--- src/rtl/ascon_dec_ctrl.sv ---
// ascon_dec_ctrl: ASCON-AEAD128 decryption sequencer for the Permutation_XOR datapath; one round per cycle.
// Blocks are accepted only in the WAIT states. Build macro ASCON_DEC_FAIL_CNT_EN adds fail_cnt_o.
module ascon_dec_ctrl #(
    parameter int ROUNDS_A = 12,
    parameter int ROUNDS_B = 8,
    parameter int TAG_W    = 128
) (
    input  logic             clock_i,
    input  logic             resetb_i,
    input  logic             start_i,
    input  logic             blk_valid_i,
    input  logic             blk_type_i,
    input  logic             blk_last_i,
    output logic             blk_ready_o,
    output logic             init_p_o,
    output logic [3:0]       round_p_o,
    output logic             enable_p_o,
    output logic             enable_xor_b_o,
    output logic [1:0]       enable_xor_e_o,
    output logic             pt_valid_o,
    input  logic [TAG_W-1:0] tag_calc_i,
    input  logic [TAG_W-1:0] tag_rx_i,
    output logic             done_o,
    output logic             tag_ok_o,
    output logic             err_o,
`ifdef ASCON_DEC_FAIL_CNT_EN
    output logic [7:0]       fail_cnt_o,
`endif
    output logic             busy_o
);

    localparam logic [3:0] RND_LAST = 4'(ROUNDS_A - 1);
    localparam logic [3:0] RND_B0   = 4'(ROUNDS_A - ROUNDS_B);

    typedef enum logic [2:0] {
        S_IDLE, S_INIT, S_WAIT_AD, S_DSEP, S_PERM_B, S_WAIT_CT, S_FINAL, S_TAG
    } state_t;

    state_t     state_q, state_d;
    logic [3:0] rnd_q, rnd_d;
    logic       ad_phase_q, ad_phase_d;
    logic       last_q, last_d;
    logic       tag_ok_q, tag_ok_d;
    logic       err_q, err_d;
    logic       accept;
    logic       tag_match;

    assign accept    = blk_valid_i & blk_ready_o;
    assign tag_match = (tag_calc_i == tag_rx_i);

    always_ff @(posedge clock_i) begin
        if (!resetb_i) begin
            state_q    <= S_IDLE;
            rnd_q      <= '0;
            ad_phase_q <= 1'b0;
            last_q     <= 1'b0;
            tag_ok_q   <= 1'b0;
            err_q      <= 1'b0;
        end else begin
            state_q    <= state_d;
            rnd_q      <= rnd_d;
            ad_phase_q <= ad_phase_d;
            last_q     <= last_d;
            tag_ok_q   <= tag_ok_d;
            err_q      <= err_d;
        end
    end

`ifdef ASCON_DEC_FAIL_CNT_EN
    logic [7:0] fail_cnt_q;

    always_ff @(posedge clock_i) begin
        if (!resetb_i) begin
            fail_cnt_q <= '0;
        end else if (state_q == S_TAG && !tag_match && fail_cnt_q != 8'hFF) begin
            fail_cnt_q <= fail_cnt_q + 8'd1;
        end
    end

    assign fail_cnt_o = fail_cnt_q;
`endif

    always_comb begin
        state_d    = state_q;
        rnd_d      = rnd_q;
        ad_phase_d = ad_phase_q;
        last_d     = last_q;
        tag_ok_d   = tag_ok_q;
        err_d      = err_q;
        unique case (state_q)
            S_IDLE: begin
                if (start_i) begin
                    state_d  = S_INIT;
                    rnd_d    = '0;
                    tag_ok_d = 1'b0;
                    err_d    = 1'b0;
                end
            end
            S_INIT: begin
                if (rnd_q == RND_LAST) state_d = S_WAIT_AD;
                else                   rnd_d   = rnd_q + 4'd1;
            end
            S_WAIT_AD: begin
                if (accept) begin
                    last_d = blk_last_i;
                    if (!blk_type_i) begin
                        state_d    = S_PERM_B;
                        rnd_d      = RND_B0;
                        ad_phase_d = 1'b1;
                    end else begin
                        // CT with no AD: domain separation first, block continues after it
                        state_d    = S_DSEP;
                        ad_phase_d = 1'b0;
                    end
                end
            end
            S_DSEP: begin
                if (last_q) begin
                    state_d = S_FINAL;
                    rnd_d   = '0;
                end else begin
                    state_d = S_PERM_B;
                    rnd_d   = RND_B0;
                end
            end
            S_PERM_B: begin
                if (rnd_q == RND_LAST) begin
                    if (ad_phase_q && !last_q) state_d = S_WAIT_AD;
                    else                       state_d = S_WAIT_CT;
                end else begin
                    rnd_d = rnd_q + 4'd1;
                end
            end
            S_WAIT_CT: begin
                if (accept) begin
                    ad_phase_d = 1'b0;
                    if (!blk_type_i) begin
                        state_d = S_IDLE;
                        err_d   = 1'b1;
                    end else if (blk_last_i) begin
                        state_d = S_FINAL;
                        rnd_d   = '0;
                    end else begin
                        state_d = S_PERM_B;
                        rnd_d   = RND_B0;
                    end
                end
            end
            S_FINAL: begin
                if (rnd_q == RND_LAST) state_d = S_TAG;
                else                   rnd_d   = rnd_q + 4'd1;
            end
            S_TAG: begin
                tag_ok_d = tag_match;
                state_d  = S_IDLE;
            end
            default: state_d = S_IDLE;
        endcase
    end

    always_comb begin
        blk_ready_o    = 1'b0;
        init_p_o       = 1'b0;
        round_p_o      = '0;
        enable_p_o     = 1'b0;
        enable_xor_b_o = 1'b0;
        enable_xor_e_o = 2'b00;
        pt_valid_o     = 1'b0;
        done_o         = 1'b0;
        unique case (state_q)
            S_INIT: begin
                enable_p_o = 1'b1;
                round_p_o  = rnd_q;
                init_p_o   = (rnd_q == 4'd0);
                if (rnd_q == RND_LAST) enable_xor_e_o = 2'b01;
            end
            S_WAIT_AD, S_WAIT_CT: begin
                blk_ready_o = 1'b1;
                pt_valid_o  = blk_valid_i & blk_type_i;
            end
            S_DSEP: enable_xor_e_o = 2'b11;
            S_PERM_B: begin
                enable_p_o     = 1'b1;
                round_p_o      = rnd_q;
                enable_xor_b_o = (rnd_q == RND_B0);
                if (rnd_q == RND_LAST && ad_phase_q && last_q) enable_xor_e_o = 2'b11;
            end
            S_FINAL: begin
                enable_p_o     = 1'b1;
                round_p_o      = rnd_q;
                enable_xor_b_o = (rnd_q == 4'd0);
                if (rnd_q == RND_LAST) enable_xor_e_o = 2'b10;
            end
            S_TAG: done_o = 1'b1;
            default: ;
        endcase
    end

    // tag_ok_o is valid alongside done_o and held afterwards
    assign tag_ok_o = (state_q == S_TAG) ? tag_match : tag_ok_q;
    assign err_o    = err_q;
    assign busy_o   = (state_q != S_IDLE);

endmodule

--- config.mk ---
export PLATFORM = sky130hd
export DESIGN_NAME = ascon_dec_ctrl
export DESIGN_NICKNAME = d
export VERILOG_FILES = /design/src/rtl/ascon_dec_ctrl.sv
export SDC_FILE = /design/constraint.sdc
export NUM_CORES = 1
export LEC_CHECK = 0
export BUFFER_PORTS_ARGS = -buffer_cell sky130_fd_sc_hd__clkbuf_2
export CORE_AREA = 2 2 107 109
export DETAILED_ROUTE_END_ITERATION = 16
export DIE_AREA = 0 0 109 111
export SETUP_SLACK_MARGIN = 0.3
export SYNTH_ARGS = -nofsm -noshare
export SYNTH_HDL_FRONTEND = slang
export SYNTH_SLANG_ARGS = --single-unit
export TNS_END_PERCENT = 5
--- constraint.sdc ---
create_clock -name clock_i -period 4.6 [get_ports clock_i]
set_input_delay 0.69 -clock clock_i [delete_from_list [all_inputs] [get_ports clock_i]]
set_output_delay 0.69 -clock clock_i [all_outputs]
set_load 0.05 [all_outputs]
==> metrics.md <==
| Metric | Value |
|---|---|
| Outcome | `completed` |
| Count leader, synth | `xnor2_1` |
| CP max FO | `2` |
| Depth of the CTS H-tree | `1` |
| Synth cell count leaders | `xnor2_1, xor2_1, nand4_1` |
| VDD IR max | `a little over 0.2 mV` |
| Port bufs | `276` |
| DRT Wirelength | `11200 µm` |
| Slowest stage delay, CP | `approximately 0.60 ns` |
| Worst Skew | `between 0.001 and 0.0015 ns` |
| Area leader, netlist | `xnor2_1` |
| CP cell instances | `clkbuf_2 > xnor2_1 > nand4_1 > nor4_1 > nand4_1 > or4_1 > nand2_1 > clkbuf_2` |
| CTS Buf Count | `3` |
| DR vias | `3270` |
| Largest net degree at the start of global routing | `25` |
| Yosys Warn Count | `0` |
| Drt pass-1 iters | `4` |
| Die W | `109 µm` |
| Leak Pwr | `~1.9 nW` |
| Fin crit period | `between 3 and 4 ns` |
| Worst path bufs/invs | `2` |
| Vias in the first global route | `3381` |
| CP endpoint kind | `output pin` |
| Nets | `851` |
| Post-CTS Hold Fix Bufs | `0` |
| Rel. slew slack | `0.498` |
| Vias per cell | `4.49` |
| Skew-Pair Late Insertion Delay | `0.24 ns` |
| # DRC | `0` |
| Worst-Margin Slew | `0.752 ns` |
| Delay-heaviest family, CP | `simple AND/OR/NAND/NOR gates` |
| Setup_tns | `0 ns` |
| Endpoints failing setup | `0` |
| Max stage delay cell, worst path | `or4_1` |
| Ys flop type | `dfxtp_1` |
| Avg Cell Area, Syn | `between 7 and 8 µm²` |
| First-pass GRT wire length | `between 15000 and 20000 µm` |
| Post-route setup slack | `1.12 ns` |
| Area grow syn2layout | `68.3%` |
| Dpl ws | `1.02 ns` |
| Clk slew on worst S/H paths | `0.04 ns` |
| Grt total ovfl | `0` |
| TritonCTS clock tree | `yes` |
| Setup crit start kind | `primary input` |
| CTS Buffer Depth | `2` |
| Fmax | `287 MHz` |
| Top cells by area, synth | `xnor2_1, xor2_1, dfxtp_1` |
| Worst Path Required | `3.91 ns` |
| Hold crit path type | `flip-flop to flip-flop` |
| Post-CTS setup buffers | `0` |
| P per Cell Area | `268 mW/mm²` |
| TritonCTS Sinks | `11` |
| Die H | `111 µm` |
| Starting DRT DRC Count | `120` |
| Post-Syn Nets | `579` |
| Layout fillers | `1193` |
| Layout cell share with drive strength beyond 1 | `0.489` |
| Hpwl dp | `10500 µm` |
| Routed length per instance | `15.3 µm` |
| RSZ-0062 raised after global routing | `false` |
| Asr flop ratio synth | `0` |
| Hold Vio Cnt, Final | `0` |
| Post-Syn Instances | `314` |
| Die area | `0.0121 mm²` |
| GPL Wtd Cong | `0.935` |
| Tcrit/Tclk final | `0.757` |
| Post-CTS sizing | `0` |
| Register area share after synthesis | `0.0940` |
| Max Cap Violations | `0` |
| # rows | `39` |
| EDFF count, synth | `0` |
| Post-synthesis cell area | `0.00234 mm²` |
| Root buffer cell | `clkbuf_16` |
| Seq cells post-synth | `11` |
| Core Region | `0.0111 mm²` |
| Synth top area share | `0.351` |
| Crit path DAT | `2.79 ns` |
| Number of library cell types mapped by synthesis | `50` |
| Antenna Violating Nets Remaining | `0` |
| CP Class | `primary input to output pin` |
| Effective utilization at floorplan | `0.211` |
| Initial antenna violation count | `4` |
| Final slew viol count | `0` |
| I/O pin cnt | `277` |
| GRT Total Usage | `0.182` |
[cells by family after synthesis]
| kind of cell | share of synthesized area |
|---|---|
| and+or+nand+nor | 0.232 |
| xor gates and xnor gates | 0.456 |
| buffers and inverters | 0.0502 |
| adders and majority gates | 0.0160 |
| muxes | 0.0128 |
| AOI/OAI and AO/OA | 0.139 |
| DFF | 0.0940 |
[worst paths after layout]
path              cells after the start       end         start  slack [ns]
setup / recovery                      8  tag_ok_o  tag_rx_i[24]        1.12
hold / removal                        2  tag_ok_q      tag_ok_q        0.47
setup reg to reg                      7  rnd_q[2]    state_q[0]        2.09
hold reg to reg                       2  tag_ok_q      tag_ok_q        0.47
[where the power goes]
part | switching (mW) | leakage, nW | internal (mW)
logic | 0.396 | 1.78 | 0.299
clock network | 0.0455 | 0.0382 | 0.117
registers | 0.0791 | 0.0896 | 0.121
total | 0.520 | 1.91 | 0.537
[cell type report]
type                    count  area (µm²)  share of cell area
diodes                      1        2.50            0.000635
clock buffers               4        78.8              0.0200
inverters                  20        75.1              0.0190
multi-input cells         274        2000               0.509
flip-flops and latches     11         220              0.0559
well taps                 143         179              0.0454
repair buffers            276        1380               0.350
[layer usage]
layer / global-route usage / vias up / share of wire
li1: - / 1652 / -
met1: 0.203 / 1452 / 0.37
met2: 0.332 / 142 / 0.51
met3: 0.0647 / 18 / 0.096
met4: 0.0316 / 6 / 0.014
met5: 0 / - / 0.0033
[worst min-delay path, stage by stage, from the launching register on]
cell and delay [ns]:
dfxtp_1 0.30, nand3_1 0.06, a21oi_1 0.05
[layout by cell type, fill, tap and decap left out, types with 3 or more instances in the layout]
master     netlist  final
a21oi_1         14     14
nor2_1          20     20
clkbuf_16        0      3
inv_1           17     17
nor2b_1          3      3
ha_1             3      3
nor3_1           6      6
a22oi_1          3      3
mux2i_1          3      3
clkbuf_2         0    276
nand4_1         26     26
inv_2            3      3
dfxtp_1         11     11
o22ai_1          6      6
xor2_1          28     28
nor4_1          12     12
nand2_1         16     16
xnor2_1         94     94
[state kept, by name, summed over array words and instances (netlist names)]
register,count
ad_phase_q,1
state_q,3
err_o,1
last_q,1
rnd_q,4
tag_ok_q,1
[stage by stage]
stage,hold WS (ns),utilization,total power [mW],instance area [µm²],cells
after detailed placement,0.463,0.348,0.894,3860,724
after CTS,0.468,0.356,1.07,3940,728
after floorplan,0.448,-,0.662,2340,314
after global routing,0.491,0.356,1.14,3940,728
after global placement,0.455,0.348,0.884,3860,724
final,0.465,0.356,1.06,3940,729
No activity file was read; power rests on OpenSTA's default activity.
